$ cat src/rtl/exc_ctrl.sv
// rtl/exc_ctrl.sv - memory-stage exception/ERET commit, pipeline flush and fetch redirect sequencer
//
// Ports:
//   clk, reset                  sole clock (rising edge), asynchronous active-high reset
//   m_valid, m_pc, m_bd         memory-stage instruction, its PC and delay-slot flag
//   m_exc_*                     per-source exception flags from the pipeline
//   m_vaddr                     data virtual address of the load/store
//   m_eret, int_pending, epc    ERET marker, CP0 interrupt request, current CP0 EPC
//   m_ready                     high only while idle and able to accept an instruction
//   exc_valid/eret_commit       one-cycle commit pulses to CP0
//   exc_code/pc/bd/badvaddr     exception record to CP0, held until the next accept
//   flush                       kill younger stages for the whole sequence
//   redirect_valid/pc/ready     new fetch PC handshake with the fetch stage

module exc_ctrl (
    input  logic        clk,
    input  logic        reset,
    input  logic        m_valid,
    input  logic [31:0] m_pc,
    input  logic        m_bd,
    input  logic        m_exc_if_adel,
    input  logic        m_exc_ri,
    input  logic        m_exc_ov,
    input  logic        m_exc_sys,
    input  logic        m_exc_bp,
    input  logic        m_exc_adel,
    input  logic        m_exc_ades,
    input  logic [31:0] m_vaddr,
    input  logic        m_eret,
    input  logic        int_pending,
    input  logic [31:0] epc,
    output logic        m_ready,
    output logic        exc_valid,
    output logic [4:0]  exc_code,
    output logic [31:0] exc_pc,
    output logic        exc_bd,
    output logic [31:0] exc_badvaddr,
    output logic        eret_commit,
    output logic        flush,
    output logic        redirect_valid,
    output logic [31:0] redirect_pc,
    input  logic        redirect_ready
);

    typedef enum logic [1:0] {IDLE, FLUSH1, FLUSH2, REDIRECT} state_t;

    localparam logic [31:0] EXC_VECTOR = 32'hBFC0_0380;

    state_t      state_q, state_d;
    logic        m_ready_q, m_ready_d;
    logic        exc_valid_q, exc_valid_d;
    logic [4:0]  exc_code_q, exc_code_d;
    logic [31:0] exc_pc_q, exc_pc_d;
    logic        exc_bd_q, exc_bd_d;
    logic [31:0] exc_badvaddr_q, exc_badvaddr_d;
    logic        eret_commit_q, eret_commit_d;
    logic        flush_q, flush_d;
    logic        redirect_valid_q, redirect_valid_d;
    logic [31:0] redirect_pc_q, redirect_pc_d;

    logic is_exc;
    logic accept;

    always_comb begin
        is_exc = int_pending | m_exc_if_adel | m_exc_ri | m_exc_ov | m_exc_sys
               | m_exc_bp | m_exc_adel | m_exc_ades;
        accept = (state_q == IDLE) && m_valid && (is_exc || m_eret);

        state_d          = state_q;
        exc_code_d       = exc_code_q;
        exc_pc_d         = exc_pc_q;
        exc_bd_d         = exc_bd_q;
        exc_badvaddr_d   = exc_badvaddr_q;
        redirect_pc_d    = redirect_pc_q;
        exc_valid_d      = accept && is_exc;
        eret_commit_d    = accept && !is_exc;

        case (state_q)
            IDLE:     if (accept) state_d = FLUSH1;
            FLUSH1:   state_d = FLUSH2;
            FLUSH2:   state_d = REDIRECT;
            REDIRECT: if (redirect_ready) state_d = IDLE;
            default:  state_d = IDLE;
        endcase

        if (accept) begin
            exc_pc_d       = m_pc;
            exc_bd_d       = m_bd;
            exc_badvaddr_d = 32'h0;
            redirect_pc_d  = is_exc ? EXC_VECTOR : epc;
            // Priority chain: earlier branches win; ERET carries code 0.
            if (int_pending)        exc_code_d = 5'h00;
            else if (m_exc_if_adel) begin
                exc_code_d     = 5'h04;
                exc_badvaddr_d = m_pc;
            end
            else if (m_exc_ri)      exc_code_d = 5'h0A;
            else if (m_exc_ov)      exc_code_d = 5'h0C;
            else if (m_exc_sys)     exc_code_d = 5'h08;
            else if (m_exc_bp)      exc_code_d = 5'h09;
            else if (m_exc_adel) begin
                exc_code_d     = 5'h04;
                exc_badvaddr_d = m_vaddr;
            end
            else if (m_exc_ades) begin
                exc_code_d     = 5'h05;
                exc_badvaddr_d = m_vaddr;
            end
            else                    exc_code_d = 5'h00;
        end

        // Status outputs are registered from the next state so they line up with it.
        m_ready_d        = (state_d == IDLE);
        flush_d          = (state_d != IDLE);
        redirect_valid_d = (state_d == REDIRECT);
    end

    always_ff @(posedge clk or posedge reset) begin
        if (reset) begin
            state_q          <= IDLE;
            m_ready_q        <= 1'b1;
            exc_valid_q      <= 1'b0;
            exc_code_q       <= 5'h00;
            exc_pc_q         <= 32'h0;
            exc_bd_q         <= 1'b0;
            exc_badvaddr_q   <= 32'h0;
            eret_commit_q    <= 1'b0;
            flush_q          <= 1'b0;
            redirect_valid_q <= 1'b0;
            redirect_pc_q    <= 32'h0;
        end else begin
            state_q          <= state_d;
            m_ready_q        <= m_ready_d;
            exc_valid_q      <= exc_valid_d;
            exc_code_q       <= exc_code_d;
            exc_pc_q         <= exc_pc_d;
            exc_bd_q         <= exc_bd_d;
            exc_badvaddr_q   <= exc_badvaddr_d;
            eret_commit_q    <= eret_commit_d;
            flush_q          <= flush_d;
            redirect_valid_q <= redirect_valid_d;
            redirect_pc_q    <= redirect_pc_d;
        end
    end

    assign m_ready        = m_ready_q;
    assign exc_valid      = exc_valid_q;
    assign exc_code       = exc_code_q;
    assign exc_pc         = exc_pc_q;
    assign exc_bd         = exc_bd_q;
    assign exc_badvaddr   = exc_badvaddr_q;
    assign eret_commit    = eret_commit_q;
    assign flush          = flush_q;
    assign redirect_valid = redirect_valid_q;
    assign redirect_pc    = redirect_pc_q;

endmodule

$ cat config.mk
export PLATFORM = sky130hd
export DESIGN_NAME = exc_ctrl
export DESIGN_NICKNAME = d
export VERILOG_FILES = /design/src/rtl/exc_ctrl.sv
export SDC_FILE = /design/constraint.sdc
export NUM_CORES = 1
export LEC_CHECK = 0
export CAP_MARGIN = 5
export CORE_UTILIZATION = 45
export DETAILED_ROUTE_END_ITERATION = 8
export PLACE_DENSITY = 0.86
export SKIP_CTS_REPAIR_TIMING = 1
export SLEW_MARGIN = 25
export SYNTH_ARGS = -nofsm -noshare
export SYNTH_HDL_FRONTEND = slang
export SYNTH_SLANG_ARGS = --single-unit
$ cat constraint.sdc
create_clock -name clk -period 11.5 [get_ports clk]
set_clock_uncertainty 0.15 [all_clocks]
set_input_delay 2.875 -clock clk [delete_from_list [all_inputs] [get_ports clk]]
set_output_delay 2.875 -clock clk [all_outputs]
set_load 0.02 [all_outputs]
; ---- Word level (Yosys, flattened, before mapping)
; Index checks and enable logic that the tools add are counted.
[op_classes]
reduce_logical = 9
n_eq_ne = 4
bitwise_logic = 7
muxes = 20
[ops]
columns = cell, n
row1 = $mux 32, 9
row2 = $mux 4, 6
row3 = $pmux 2 s4, 1
row4 = $or 1x1->1, 7
row5 = $eq 2x2->1 const B, 3
row6 = $mux 3, 2
row7 = $logic_and 1x1->1, 4
row8 = $logic_not 2->1, 2
row9 = $mux 2, 2
row10 = $eq 2x1->1 const B, 1
row11 = $reduce_bool 2->1, 1
row12 = $logic_not 1->1, 1
row13 = $logic_or 1x1->1, 1
[totals]
word_cells = 51
output_inout_bits = 107
register_bits = 109
input_bits = 110

; ---- Logic depth before layout (Yosys ltp)
[logic_depth]
depth_word = 12
ltp_mapped = 7
mapped_depth_nobuf = 4

; ---- Worst setup path before layout
; No wires, ideal clock.
[synth_timing]
path_kind = input-to-reg
start = input m_exc_if_adel
end = register exc_pc_q[10], in the netlist exc_pc[10]
required_time_ns = 11.222
stages = 5
slack_ns = 6.684
setup_time_ns = 0.128
arrival_ns = 4.539
path_buffers = 2
cell_sequence = buf_2 or4_4 o31ai_4 buf_6 mux2_1
[synth_via]
elab_chain_cells = 9
[synth_lines]
columns = item, line_no
row1 = from (decl), 21  ; input logic m_exc_if_adel,
row2 = $or 1x1->1 (4 in a row), 65  ; is_exc = int_pending | m_exc_if_adel | m_exc_ri | m_exc_ov | m_exc_sys
row3 = $or 1x1->1 (3 in a row), 66  ; | m_exc_bp | m_exc_adel | m_exc_ades;
row4 = $logic_or 1x1->1, 67  ; accept = (state_q == IDLE) && m_valid && (is_exc || m_eret);
row5 = $logic_and 1x1->1, 67
row6 = to (signal assigned), 136  ; exc_pc_q <= exc_pc_d;
row7 = to (decl), 53  ; logic [31:0] exc_pc_q, exc_pc_d;
; No other way between the ends.
; A chain may end at the register's enable or synchronous reset.

; ---- Worst setup path in the final report
[layout_timing]
start = input m_exc_if_adel
end = register exc_pc_q[30], in the netlist exc_pc[30]
; Same word-level chain as after synthesis.

==> flow_summary_export.csv <==
group,metric,value,unit
detailed_routing,via_count,3890,
critical_path,cp_common_cell,"buf_4",
critical_path,crit_required,11.59,ns
place,io_buffers,215,
critical_path,rr_startpoint,"state_q[1]",
critical_path,critPathKind,"in -> reg",
final_layout,antenna_cells,0,
critical_path,worst_path_max_delay_cell,"or4_4",
yosys,ys.flop_type,"dfrtp_1",
floorplanning,initial_utilization,0.463,
yosys,synth_edf_count,0,
critical_path,cp_num_buf_inv,3,
yosys,syn_area,4780,µm²
detailed_routing,drt_iter0_drc,152,
worst_hold_path,worstHoldPathCells,1,
final_layout,layout-drive-gt1-share,0.0678,
yosys,synth.top_cell.area_share,0.560,
timing,hold_viol_final,0,
timing,finalSetupViolations,0,
yosys,synthTopCellsByArea,"dfrtp_1 (56%), mux2i_1 (6.7%), mux2_1 (6.4%), a41oi_1 (5.9%), and3b_1 (5.9%)",
detailed_routing,ant_nets,0,
cts,clk_pin_slew,0.10,ns
yosys,yosysSeqAreaShare,0.566,
run_status,outcome,"finished, final reports clean",
cts,clockRootBuffer,"clkbuf_8",
critical_path,r2r_slack,8.45,ns
critical_path,crit_chain,"clkdlybuf4s50_1 -> buf_4 -> or4_4 -> o31ai_4 -> buf_4 -> mux2_2",
floorplanning,dieHeight,105,µm
floorplanning,dieWidth,105,µm
cts,clk_latency,0.34,ns
worst_hold_path,worstHoldPathType,"reg -> reg",
timing,rsz0062_at_grt,"no",
yosys,ys_ff_latch,108,
floorplanning,num_io_pins,217,
detailed_routing,wl_per_cell,18.8,µm
detailed_routing,via_per_inst,5.47,
timing,worst_pin_slew,0.829,ns
timing,period_needed,5.65,ns
floorplanning,rows,37,
timing,max-slew-margin-rel,0.446,
place,dp_cells,695,
timing,tns,0,ns
floorplanning,core,10300,µm²
place,pre_cts_ws,5.46,ns
final_layout,finalNonFillerCells,711,
detailed_routing,drc,0,
floorplanning,die_area,11000,µm²
yosys,yosysUniqueCellTypes,38,
detailed_routing,drt_first_pass_iters,4,
timing,worst_slack,5.85,ns
power,finalPower,0.00138,W
final_layout,fin_nets,680,
place,dp_hpwl,9410,µm
cts,cts_buffers,9,
power,total_leakage_power,3.00,nW
grt,grt_pass1_wl,21200,µm
timing,holdWs,0.349,ns
cts,clock-sinks,108,
critical_path,cp.arrival,5.74,ns
critical_path,worst_path_dominant_cell_family,"buffers and inverters",
timing,fmax,177,MHz
cts,tritoncts,"done",
timing,fin_crit_sh,0.491,
yosys,async_flop_share,1.00,
critical_path,crit_fanout,44,
grt,antenna_found_initial,0,
detailed_routing,routed_wl,13300,µm
grt,grt_overflow,0,
power,ir_drop,123,µV
cts,clockBufferDepth,2,
place,gp_congestion,0.795,
critical_path,slowest_delay,0.61,ns
yosys,syn_nets,480,
yosys,syn_area_per_cell,12.9,µm²
critical_path,r2r_cells,4,
yosys,synth_warnings,0,
yosys,synth.most_common_cell,"dfrtp_1",
yosys,synthCells,370,
grt,grtUsageTotal,0.247,
critical_path,reg2reg_to,"redirect_pc[15]",
grt,grt_max_degree,62,
worst_hold_path,min-delay-start,"exc_pc[6]",
critical_path,endpoint_kind,"flip-flop",
timing,final_max_slew_viol_count,0,
critical_path,startpoint_type,"input pin",
worst_hold_path,min_to,"exc_pc[6]",
grt,grt_pass1_vias,4101,
yosys,yosys-top-cells-count,"dfrtp_1 (107), inv_1 (38), a41oi_1 (32), and3b_1 (32), mux2i_1 (32)",
final_layout,synthToLayoutAreaGrowth,50.0,%
cts,htreeDepth,3,
yosys,yosys.area.top_type,"dfrtp_1",
job,timing.max_cap.violations,0,
power,p_per_area,192,nW/µm²
logic make-up after synthesis:
kind of cell / share of synthesized area
buffers and inverters: 0.0652
AO/OA/AOI/OAI: 0.135
other: 0.000784
flip-flops: 0.566
AND/OR/NAND/NOR: 0.0819
multiplexers: 0.152
placed cells by master, fill, tap and decap left out, types with 3 or more instances in the layout:
cell             instances
clkdlybuf4s50_1        215
dfrtp_1                107
inv_1                   37
and3b_1                 32
a41oi_1                 32
mux2i_1                 32
mux2_1                  27
a22o_1                  20
o22a_1                  12
mux2_2                   9
clkbuf_8                 9
buf_4                    7
clkinvlp_4               3
area by class of cell:
cell class                 count  area [µm²]
sequential                   108        2700
tap                          136         170
multi-input combinational    191        1780
timing repair buffer         222        2200
inverter                      38         145
clock inverter                 5        36.3
clock buffer                  11         131
fill                         782        3150
flip-flops by register name, indices dropped and copies added (netlist names), 2 cells and up:
signal	cells
exc_badvaddr	32
exc_pc	32
redirect_pc	32
state_q	2
exc_code	4
routing by layer:
layer / track usage / share of wire / up-vias
met1: 0.307 / 0.42 / 1961
li1: - / - / 1754
met3: 0.0487 / 0.058 / 22
met5: 0 / 0 / -
met2: 0.423 / 0.50 / 153
met4: 0.0996 / 0.025 / 0
per-stage QoR:
step / cell area (µm²) / util
global route: 7170 / 0.694
global placement: 7000 / 0.678
finish: 7170 / 0.694
floorplan: 4780 / -
CTS: 7170 / 0.694
detailed placement: 7000 / 0.678
power breakdown:
group          switching, W  leakage [nW]  internal [W]  total (W)
clock network      0.000127        0.0760     0.0000796   0.000206
registers         0.0000681          1.35      0.000498   0.000566
logic              0.000295          1.57      0.000312   0.000607
total              0.000490          3.00      0.000890    0.00138
how the worst max path moves through the flow:
stage                        from              end  slack, ns  depth (start not counted)
floorplan                   reset      eret_commit       5.63                          1
global placement    m_exc_if_adel       exc_pc[29]       5.59                          6
detailed placement  m_exc_if_adel       exc_pc[28]       5.46                          6
CTS                 m_exc_if_adel       exc_pc[28]       5.87                          6
global route              m_valid  redirect_pc[15]       5.67                          5
finish              m_exc_if_adel       exc_pc[30]       5.85                          6
Power figures use the tool's default switching activity.
